$ cat src/rtl/mips_muldiv_unit.sv
// mips_muldiv_unit: multi-cycle MULT/MULTU/DIV/DIVU unit with HI/LO registers,
// plus MTHI/MTLO writes. Sits beside the EX-stage ALU and stalls the pipeline
// while a result is pending.
// Optional build macro: MULDIV_EARLY_OUT_EN -- a multiply finishes as soon as
// the remaining multiplier magnitude is zero. Division timing is unaffected.
module mips_muldiv_unit #(
  parameter int WIDTH          = 32,
  parameter int BITS_PER_CYCLE = 1
) (
  input  logic             clk,
  input  logic             rst,
  input  logic             start,
  input  logic [2:0]       op,
  input  logic [WIDTH-1:0] a,
  input  logic [WIDTH-1:0] b,
  input  logic             read_req,
  output logic             busy,
  output logic             stall,
  output logic             done,
  output logic             div_by_zero,
  output logic [WIDTH-1:0] hi,
  output logic [WIDTH-1:0] lo
);
  localparam int N  = WIDTH / BITS_PER_CYCLE;
  localparam int CW = $clog2(N + 1);
  localparam logic [CW-1:0] CNT_INIT = CW'(N - 1);

  localparam logic [2:0] OP_MULT  = 3'b000;
  localparam logic [2:0] OP_MULTU = 3'b001;
  localparam logic [2:0] OP_DIV   = 3'b010;
  localparam logic [2:0] OP_DIVU  = 3'b011;
  localparam logic [2:0] OP_MTHI  = 3'b100;
  localparam logic [2:0] OP_MTLO  = 3'b101;

  typedef enum logic [1:0] {S_IDLE, S_MUL, S_DIV, S_FIN} state_e;

  state_e                 state_q, state_d;
  logic [CW-1:0]          cnt_q, cnt_d;
  logic [2*WIDTH-1:0]     acc_q, acc_d, mcand_q, mcand_d;
  logic [WIDTH-1:0]       mplier_q, mplier_d;
  logic [WIDTH:0]         rem_q, rem_d;
  logic [WIDTH-1:0]       quo_q, quo_d, dvsr_q, dvsr_d;
  logic                   neg_q, neg_d, rneg_q, rneg_d;
  logic                   dz_q, dz_d, dzf_q, dzf_d;
  logic [WIDTH-1:0]       hi_q, hi_d, lo_q, lo_d;

  // one-step datapath results and sign-corrected final values
  logic [2*WIDTH-1:0]     acc_s, mcand_s, prod_fix;
  logic [WIDTH-1:0]       mplier_s, quo_s, q_fix, r_fix;
  logic [WIDTH:0]         rem_s;
  logic                   mul_last;
  // operand decode at launch
  logic                   sa, sb;
  logic [WIDTH-1:0]       ma, mb;

  assign busy        = (state_q == S_MUL) || (state_q == S_DIV);
  assign stall       = busy & (start | read_req);
  assign done        = (state_q == S_FIN);
  assign div_by_zero = dzf_q;
  assign hi          = hi_q;
  assign lo          = lo_q;

  // operand signs (signed ops have op[0] clear) and magnitudes
  always_comb begin
    sa = ~op[0] & a[WIDTH-1];
    sb = ~op[0] & b[WIDTH-1];
    ma = sa ? -a : a;
    mb = sb ? -b : b;
  end

  // one iteration: BITS_PER_CYCLE shift-add bits and restoring-divide bits
  always_comb begin
    acc_s = acc_q;
    for (int k = 0; k < BITS_PER_CYCLE; k++)
      if (mplier_q[k]) acc_s = acc_s + (mcand_q << k);
    mcand_s  = mcand_q << BITS_PER_CYCLE;
    mplier_s = mplier_q >> BITS_PER_CYCLE;
    rem_s = rem_q;
    quo_s = quo_q;
    for (int k = 0; k < BITS_PER_CYCLE; k++) begin
      rem_s = {rem_s[WIDTH-1:0], quo_s[WIDTH-1]};
      quo_s = {quo_s[WIDTH-2:0], 1'b0};
      if (rem_s >= {1'b0, dvsr_q}) begin
        rem_s    = rem_s - {1'b0, dvsr_q};
        quo_s[0] = 1'b1;
      end
    end
    prod_fix = neg_q  ? -acc_s : acc_s;
    q_fix    = neg_q  ? -quo_s : quo_s;
    r_fix    = rneg_q ? -rem_s[WIDTH-1:0] : rem_s[WIDTH-1:0];
`ifdef MULDIV_EARLY_OUT_EN
    mul_last = (cnt_q == '0) || (mplier_s == '0);
`else
    mul_last = (cnt_q == '0);
`endif
  end

  // next-state, datapath load and HI/LO update
  always_comb begin
    state_d  = state_q;
    cnt_d    = cnt_q;
    acc_d    = acc_q;
    mcand_d  = mcand_q;
    mplier_d = mplier_q;
    rem_d    = rem_q;
    quo_d    = quo_q;
    dvsr_d   = dvsr_q;
    neg_d    = neg_q;
    rneg_d   = rneg_q;
    dz_d     = dz_q;
    dzf_d    = 1'b0;
    hi_d     = hi_q;
    lo_d     = lo_q;
    unique case (state_q)
      // FIN also accepts a launch: stall is low there, so the op EX
      // re-presents after a stall must not be dropped.
      S_IDLE, S_FIN: begin
        state_d = S_IDLE;
        if (start) begin
          unique case (op)
            OP_MULT, OP_MULTU: begin
              acc_d    = '0;
              mcand_d  = {{WIDTH{1'b0}}, ma};
              mplier_d = mb;
              neg_d    = sa ^ sb;
              cnt_d    = CNT_INIT;
              state_d  = S_MUL;
            end
            OP_DIV, OP_DIVU: begin
              // divide-by-zero spends one busy cycle in DIV carrying the raw
              // dividend, then lands in FIN with hi = a, lo = all ones
              dz_d    = (b == '0);
              rem_d   = '0;
              quo_d   = (b == '0) ? a : ma;
              dvsr_d  = mb;
              neg_d   = sa ^ sb;
              rneg_d  = sa;
              cnt_d   = (b == '0) ? '0 : CNT_INIT;
              state_d = S_DIV;
            end
            OP_MTHI: hi_d = a;
            OP_MTLO: lo_d = a;
            default: ;
          endcase
        end
      end
      S_MUL: begin
        acc_d    = acc_s;
        mcand_d  = mcand_s;
        mplier_d = mplier_s;
        cnt_d    = cnt_q - 1'b1;
        if (mul_last) begin
          {hi_d, lo_d} = prod_fix;
          state_d      = S_FIN;
        end
      end
      S_DIV: begin
        rem_d = rem_s;
        quo_d = quo_s;
        cnt_d = cnt_q - 1'b1;
        if (dz_q) begin
          hi_d    = quo_q;
          lo_d    = '1;
          dzf_d   = 1'b1;
          state_d = S_FIN;
        end else if (cnt_q == '0) begin
          hi_d    = r_fix;
          lo_d    = q_fix;
          state_d = S_FIN;
        end
      end
      default: state_d = S_IDLE;
    endcase
  end

  // state and datapath registers; reset aborts any op in flight
  always_ff @(posedge clk or negedge rst) begin
    if (!rst) begin
      state_q  <= S_IDLE;
      cnt_q    <= '0;
      acc_q    <= '0;
      mcand_q  <= '0;
      mplier_q <= '0;
      rem_q    <= '0;
      quo_q    <= '0;
      dvsr_q   <= '0;
      neg_q    <= 1'b0;
      rneg_q   <= 1'b0;
      dz_q     <= 1'b0;
      dzf_q    <= 1'b0;
      hi_q     <= '0;
      lo_q     <= '0;
    end else begin
      state_q  <= state_d;
      cnt_q    <= cnt_d;
      acc_q    <= acc_d;
      mcand_q  <= mcand_d;
      mplier_q <= mplier_d;
      rem_q    <= rem_d;
      quo_q    <= quo_d;
      dvsr_q   <= dvsr_d;
      neg_q    <= neg_d;
      rneg_q   <= rneg_d;
      dz_q     <= dz_d;
      dzf_q    <= dzf_d;
      hi_q     <= hi_d;
      lo_q     <= lo_d;
    end
  end
endmodule

$ cat config.mk
export PLATFORM = sky130hd
export DESIGN_NAME = mips_muldiv_unit
export DESIGN_NICKNAME = d
export VERILOG_FILES = /design/src/rtl/mips_muldiv_unit.sv
export SDC_FILE = /design/constraint.sdc
export NUM_CORES = 1
export LEC_CHECK = 0
export ABC_AREA = 1
export BUFFER_PORTS_ARGS = -buffer_cell sky130_fd_sc_hd__buf_2
export CAP_MARGIN = 10
export CORE_ASPECT_RATIO = 0.5
export CORE_MARGIN = 2
export CORE_UTILIZATION = 35
export DETAILED_ROUTE_END_ITERATION = 10
export GPL_TIMING_DRIVEN = 0
export HOLD_SLACK_MARGIN = 0.03
export PLACE_DENSITY_LB_ADDON = 0.3
export SKIP_LAST_GASP = 1
export SYNTH_ARGS = -nofsm -noshare
export SYNTH_HDL_FRONTEND = slang
export SYNTH_SLANG_ARGS = --single-unit
$ cat constraint.sdc
create_clock -name clk -period 5.9 [get_ports clk]
set_input_delay 1.18 -clock clk [delete_from_list [all_inputs] [get_ports clk]]
set_output_delay 1.18 -clock clk [all_outputs]
set_load 0.01 [all_outputs]
After elaboration in Yosys (flattened, before gate mapping) --
Cells that the tools add are included. W data, S select, Z words.
Operators by class: $add $sub $neg 8, order comparisons 1, eq/ne operators 16, mux-type cells 47, bitwise gates (word level) 6, reduce and logical (&&, ||, !) cells 19
Operators with widths (count):
- $mux W32 | 22
- $mux W64 | 6
- $pmux W64 S2 | 2
- $pmux W32 S2 | 3
- $pmux W32 S3 | 2
- $neg A32 Y32 | 4
- $add A64 B64 Y64 | 1
- $neg A64 Y64 | 1
- $ge A33 B32 Y1 | 1
- $logic_not A32 Y1 | 1
- $sub A32 B32 Y32 | 1
- $pmux W6 S2 | 2
- $reduce_and A3 Y1 | 4
- $ne A2 B1 Y1 const B | 4
- $reduce_and A4 Y1 | 2
- $reduce_or A2 Y1 | 4
- $eq A3 B2 Y1 const B | 2
- $eq A3 B3 Y1 const B | 2
- $logic_not A6 Y1 | 1
- $mux W2 | 3
- $mux W6 | 1
- $pmux W2 S3 | 1
- $sub A6 B1 Y6 const B | 1
- $mux W5 | 1
- 18 further kinds | 25
Storage, ports and cells: register bits 332, input port bits 71, output and inout bits 68, logic and storage cells 111

Logic depth before layout (Yosys ltp) --
Gate-level depths: netlist of run 1.
depth after elaboration 7, depth in mapped cells 30, mapped depth without buffers 30

Worst setup path after synthesis of run 1 --
Ideal clock, no wire load.
path type reg-to-reg, start register rem_q[1], end register lo_q[24] (netlist: lo[24]), library setup time 0.122 ns, arrival time 3.647 ns, data required time 5.778 ns, path slack 2.131 ns, cell stages (with the launch flop) 29, path through dfrtp_1 -> ha_1 -> a21oi_2 -> nand2_2 -> nand2_2 -> nand2_4 -> nand2_4 -> nand2_4 -> nand2_2 -> nand2_2 -> nand2_4 -> nand2_4 -> buf_8 -> inv_2 -> buf_6 -> ha_1 -> nand3_1 -> inv_1 -> nand3_1 -> nor3_1 -> nand4_1 -> nor2_1 -> nand2_1 -> o31ai_1 -> o21ai_0 -> a21oi_1 -> o21ai_0 -> nor2_1 -> a2bb2oi_1
Between the ends: cells in the longest elaborated chain, start to end 7
RTL lines:
- start: declaration | line 41 | logic [WIDTH:0] rem_q, rem_d;
- start signal: assignment | line 199 | rem_q <= rem_d;
- $ge A33 B32 Y1 | line 83 | if (rem_s >= {1'b0, dvsr_q}) begin
- $mux W1 | line 83
- $neg A32 Y32 | line 89 | q_fix = neg_q ? -quo_s : quo_s;
- $mux W32 | line 89
- $mux W32 | line 166 | end else if (cnt_q == '0) begin
- $mux W32 | line 161 | if (dz_q) begin
- $pmux W32 S3 | line 114 | unique case (state_q)
- end signal: assignment | line 207 | lo_q <= lo_d;
- end: declaration | line 45 | logic [WIDTH-1:0] hi_q, hi_d, lo_q, lo_d;
No other way between the ends. The select of a mux whose other input is x is not followed. A chain may end at the register's enable or synchronous reset.

Final worst setup path of run 1 --
start register dvsr_q[22], end register lo_q[22] (netlist: lo[22])
Between the ends: cells in the longest elaborated chain, start to end 7
RTL lines:
- start: declaration | line 42 | logic [WIDTH-1:0] quo_q, quo_d, dvsr_q, dvsr_d;
- start signal: assignment | line 201 | dvsr_q <= dvsr_d;
- $ge A33 B32 Y1 | line 83
- $mux W1 | line 83
- $neg A32 Y32 | line 89
- $mux W32 | line 89
- $mux W32 | line 166
- $mux W32 | line 161
- $pmux W32 S3 | line 114
No other way between the ends. The select of a mux whose other input is x is not followed.

==> results.cfg, run 1 <==
[synthesis]
synth_fp_nets = 4955
yosysMostFrequentCell = nand2_1
yosysSeqAreaShare_pct = 28.3
netlist_top_cells_area = dfrtp_1 (28%), nand2_1 (19%), inv_1 (9.9%), nand3_1 (5.7%), o21ai_0 (4.9%)
postSynthCellCount = 4777
async_reset_ff_share_pct = 100
synthTopCellsByCount = nand2_1 (1502), inv_1 (776), nor2_1 (383)
synth_top_cell_area_share_pct = 28.3
synth_seq_cells = 332
synth_ff_type = dfrtp_1
yosysWarnings = 0
avgSynthCellArea_um2 = 6.15
synth_edf_count = 0
synth_area_leader_cell = dfrtp_1
yosysUniqueCellTypes = 60
synth_area_um2 = 29400

[grt]
first_global_vias = 30900
grt_util_met1_pct = 45.1
grt_pass1_wl_mm = 205
met2_usage_pct = 50.0
grtUsageMet3_pct = 5.07
grt_start_max_net_pins = 90
top_usage_layer = met2
track_usage_pct = 32.1
overflow = 0
antenna_found_initial = 1

[timing]
maxSlewViolCount = 0
skew_ns = 0.0286
slew_headroom_pct = 11.2
tightestPinTransition_ns = 1.33
hold_viol = 0
setup-tns-final_ns = 0
min_period_ns = 5.61
finalCritPeriodShare_pct = 95.2
fmax_mhz = 178
rsz0062_at_grt = no
finalSetupViolCount = 0

[floorplanning]
core_area_um2 = 83500
die_h_um = 209
fp.dieArea_um2 = 86500
ios = 139
die_w_um = 414
rows = 75
initial_core_util_pct = 35.2

[clock_network]
cts_tree = built
cts.clk_slew.worst_paths_ns = 0.07
numCtsBuffers = 38
cts_root_buf = clkbuf_16
post_cts_buffers = 0
clock_latency_ns = 0.60
cts_num_sinks = 332
clockBufferDepth = 3
htree_levels = 2

[detailed_routing]
drt_drc_violations_left = 0
drt_iter0_drc = 3641
wire_per_inst_um = 23.1
vias = 32900
antenna_left = 0
first_pass_iters = 6
drt-vias-per-instance = 5.39
wl_mm = 141

[placement]
place_congestion = 1.04
io_buffers = 138
hpwl_mm = 117

[outcome]
status = finished clean

[power_and_ir_drop]
power.leakage_uw = 0.0171
p_seq_share_pct = 24.3
internal_power_uw = 7170
p_clk_share_pct = 16.9
power.switching_uw = 8170
power_frac_comb_pct = 58.7
power_density_nw_per_um2 = 466
total_power_uw = 15300
swShare_pct = 53.2
worst_ir_drop_vdd_v = 0.000220

[worst_setup_path]
crit_type = reg -> reg
crit_slowest_cell = a211oi_1
worstPathRequired_ns = 6.35
setup.worst_path.end_class = flip-flop
cp.arrival_ns = 6.06
worstPathMaxFanout = 10
critPathMaxStageDelay_ns = 0.72
cp-start-kind = flip-flop

[cells_and_area]
finalNetCount = 5137
areaGrowthSynthToFinish_pct = 11.9
drive_gt1_share_pct = 7.68

[flow_run]
drv_cap = 0

[min_path]
min_path_type = reg -> reg
[path summary, 6_finish.rpt]
| check | start | endpoint | slack, ns | depth (start not counted) |
|---|---|---|---|---|
| max | dvsr_q[22] | lo[22] | 0.29 | 25 |
| min | dvsr_q[16] | dvsr_q[16] | 0.49 | 2 |
| max reg2reg | dvsr_q[22] | lo[22] | 0.29 | 25 |
| min reg2reg | dvsr_q[16] | dvsr_q[16] | 0.49 | 2 |
| max in group asynchronous | rst | acc_q[44] | 3.97 | 3 |
| min in group asynchronous | rst | mplier_q[19] | 0.57 | 1 |
[timing repair]
action                     CTS  global route
hold buffers                 0             0
gates resized for setup      0             1
setup endpoints to repair    0             2
[critical path: cells and delay by family, from the launching register on]
family / cells / cell delay [ns]
buffers and inverters: 5 / 0.81
AND/OR/NAND/NOR: 12 / 2.02
flip-flops: 1 / 0.38
adder cells (fa/ha/maj): 2 / 0.53
AO/OA/AOI/OAI: 6 / 1.72
[logic make-up after synthesis]
family | synth area share (%)
AND/OR/NAND/NOR | 35.2
AO/OA/AOI/OAI | 16.5
flip-flops | 28.3
multiplexers | 0.0341
buffers and inverters | 12.7
XOR/XNOR | 2.74
adder cells (fa/ha/maj) | 4.61
[registers in the layout, summed over array words and instances (netlist names)]
register     count
hi              32
mplier_q        32
cnt_q            6
rneg_q           1
mcand_q         64
dz_q             1
div_by_zero      1
neg_q            1
quo_q           32
state_q          2
rem_q           32
acc_q           64
lo              32
dvsr_q          32
[power by group through the flow]
stage / registers [uW] / clock network, uW / logic, uW
3_5_place_dp: 3730 / 0 / 8760
2_1_floorplan: 3500 / 0 / 5820
4_1_cts: 3690 / 2610 / 8820
5_1_grt: 3770 / 2700 / 9890
3_3_place_gp: 3720 / 0 / 8680
6_report: 3730 / 2600 / 9010
[cell usage in the layout, fill, tap and decap left out, drive strengths merged, types with 75 or more instances in the layout]
| cell | count |
|---|---|
| nor2 | 422 |
| o22ai | 84 |
| inv | 808 |
| o21ai | 344 |
| ha | 105 |
| nand3 | 347 |
| clkbuf | 165 |
| xor2 | 75 |
| nand2 | 1536 |
| dfrtp | 332 |
| buf | 184 |
| a21oi | 215 |
[layer usage]
layer,share of wire (%),up-vias
li1,-,15700
met1,45,15600
met2,44,1345
met3,8.0,228
met4,3.7,0
met5,0,-
[final cells by class]
cell class | count | area (um2)
Inverter | 813 | 3050
Buffer | 155 | 684
Clock buffer | 52 | 1090
Sequential cell | 332 | 8310
Fill cell | 9227 | 50600
Clock inverter | 16 | 208
Tap cell | 1116 | 1400
Multi-Input combinational cell | 3477 | 17400
Antenna cell | 1 | 2.50
Timing Repair Buffer | 142 | 795
[metrics by stage]
step / setup slack (ns) / cell area (um2) / util [%] / hold slack, ns / std cells
global placement: -3.23 / 31500 / 37.7 / 0.465 / 6031
floorplan: 2.13 / 29400 / - / 0.453 / 4777
CTS: 0.206 / 32900 / 39.4 / 0.493 / 6103
detailed placement: 0.209 / 31600 / 37.8 / 0.477 / 6035
finish: 0.286 / 32900 / 39.4 / 0.493 / 6104
global route: 0.0114 / 32900 / 39.4 / 0.500 / 6103
Power figures use the tool's default switching activity.
==> run 2: changes to the inputs <==
Settings changed: ABC_CLOCK_PERIOD_IN_PS from default to 4850.
Clock period 5.9 ns to 4.85 ns, I/O delays scaled along.
==> run 2 against run 1 <==
Net effect:
- sequential share of layout area fell by 0.15 points
- core utilization rose by 0.23 points
- total power rose by 22%
- non-clock buffer count rose by 4
- clock-buffer cell count did not move
- via count rose by 0.32%
- first-iteration DRC count rose by 2.0%
==> results.cfg, run 2 (synthesized netlist as in run 1, its figures left out) <==
[floorplanning]
die_w_um = 414
core_area_um2 = 83500
rows = 75
die_h_um = 209
fp.dieArea_um2 = 86500
ios = 139
initial_core_util_pct = 35.2

[worst_setup_path]
crit_type = reg -> reg
cp-start-kind = flip-flop
setup.worst_path.end_class = flip-flop
worstPathMaxFanout = 10
cp.arrival_ns = 5.18
worstPathRequired_ns = 5.31

[cells_and_area]
mostFrequentLayoutCells = nand2_1 (1501), inv_1 (773), nor2_1 (381)
layout.cells.non_filler = 6107
reg_top3 = acc_q: 64 flops, mcand_q: 64 flops
fill_cells = 9207
diodes = 0
areaGrowthSynthToFinish_pct = 12.6
finalNetCount = 5141
fin_util_pct = 39.6
multiInputGateArea_um2 = 17500
drive_gt1_share_pct = 8.42
fin_area_um2 = 33100
mostFrequentLayoutCell = nand2_1
ff_latch_area_um2 = 8310

[clock_network]
cts_root_buf = clkbuf_16
hold_buffers = 0
htree_levels = 2
cts_num_sinks = 332
clockBufferDepth = 3
clock_latency_ns = 0.60
cts.clk_slew.worst_paths_ns = 0.06
cts_tree = built
numCtsBuffers = 38

[detailed_routing]
drt_iter0_drc = 3713
drt-vias-per-instance = 5.40
antenna_left = 0
first_pass_iters = 6
wl_mm = 141
drt_drc_violations_left = 0
vias = 33000
wire_per_inst_um = 23.1

[power_and_ir_drop]
power.leakage_uw = 0.0171
worst_ir_drop_vdd_v = 0.000268
power_density_nw_per_um2 = 568

[timing]
finalSetupViolCount = 0
finalCritPeriodShare_pct = 97.2
maxSlewViolCount = 0
slew_headroom_pct = 12.5
skew_ns = 0.0286
fmax_mhz = 212
setup_slack_ns = 0.135
min_period_ns = 4.71
hold_viol = 0
whs_ns = 0.381
tightestPinTransition_ns = 1.31

[grt]
grt_pass1_wl_mm = 205
grt_start_max_net_pins = 90
antenna_found_initial = 2
first_global_vias = 30900
overflow = 0
track_usage_pct = 32.1

[placement]
place_congestion = 1.04
placed_area_um2 = 31600
hpwl_mm = 117
io_buffers = 138
dp_cells = 6035
preCtsSetupSlack_ns = -0.841

[flow_run]
drv_cap = 0

[outcome]
status = finished clean

[min_path]
min_path_type = in -> async
==> run 2: cell count changes in the layout (fill, tap and decap cells not counted), sizes merged <==
cell    change
buf         +6
clkbuf      -2
diode       -1
==> run 2: area by class of cell <==
type / count / share of cell area, %
Multi-Input combinational cell: 3477 / 52.9
Sequential cell: 332 / 25.1
Inverter: 813 / 9.24
Tap cell: 1116 / 4.22
Clock buffer: 52 / 3.31
Timing Repair Buffer: 148 / 2.54
Buffer: 153 / 2.07
Clock inverter: 16 / 0.628
==> run 2: per-layer routing <==
metal	vias up	track usage, %	part of all wire, %
met2	1348	50.1	44
met3	242	5.13	8.2
met4	2	10.4	3.7
met1	15700	45.1	44
met5	-	0	0.0092
li1	15700	-	-
==> run 2: worst max-delay path: stages (launching register included) <==
cell and delay (ns):
dfrtp_1 0.36, inv_1 0.13, ha_1 0.33, a21oi_2 0.21
o21ai_1 0.11, nand2_1 0.08, nand2_1 0.06, nand2_1 0.09
nand2_1 0.09, nor2_4 0.16, nand2_4 0.08, buf_8 0.15
inv_6 0.11, buf_12 0.16, ha_1 0.20, nand3_1 0.16
inv_1 0.12, nand3_2 0.11, nor3_4 0.25, nand4_1 0.22
nor2_2 0.25, a21oi_2 0.13, a21oi_1 0.15, o21ai_0 0.25
a211oi_2 0.49, a2bb2oi_1 0.13
==> run 2: what timing repair did <==
| item | 4_1_cts | 5_1_grt |
|---|---|---|
| resized for setup | 14 | 29 |
| pin swaps | 4 | 9 |
| buffers inserted | 3 | 3 |
| setup endpoints to repair | 8 | 23 |
==> run 2: stage by stage <==
stage               setup TNS [ns]  total power [uW]
global placement          -1328.29             15100
floorplan                        0             11300
global route               -0.0376             20000
finish                           0             18800
CTS                              0             18400
detailed placement           -3.80             15200
==> run 2: report_power, final <==
part	switching (uW)	internal, uW
Clock	1360	1810
Sequential	907	3640
Combinational	7740	3330
==> run 2: final timing paths <==
check                           start      endpoint  slack, ns  cells past startpoint
min in group clk           dvsr_q[16]    dvsr_q[16]       0.49                      2
min reg2reg                dvsr_q[16]    dvsr_q[16]       0.49                      2
min                               rst  mplier_q[19]       0.38                      1
max                        dvsr_q[18]        lo[22]       0.14                     25
max reg2reg                dvsr_q[18]        lo[22]       0.14                     25
max in group asynchronous         rst   mcand_q[63]       3.11                      3
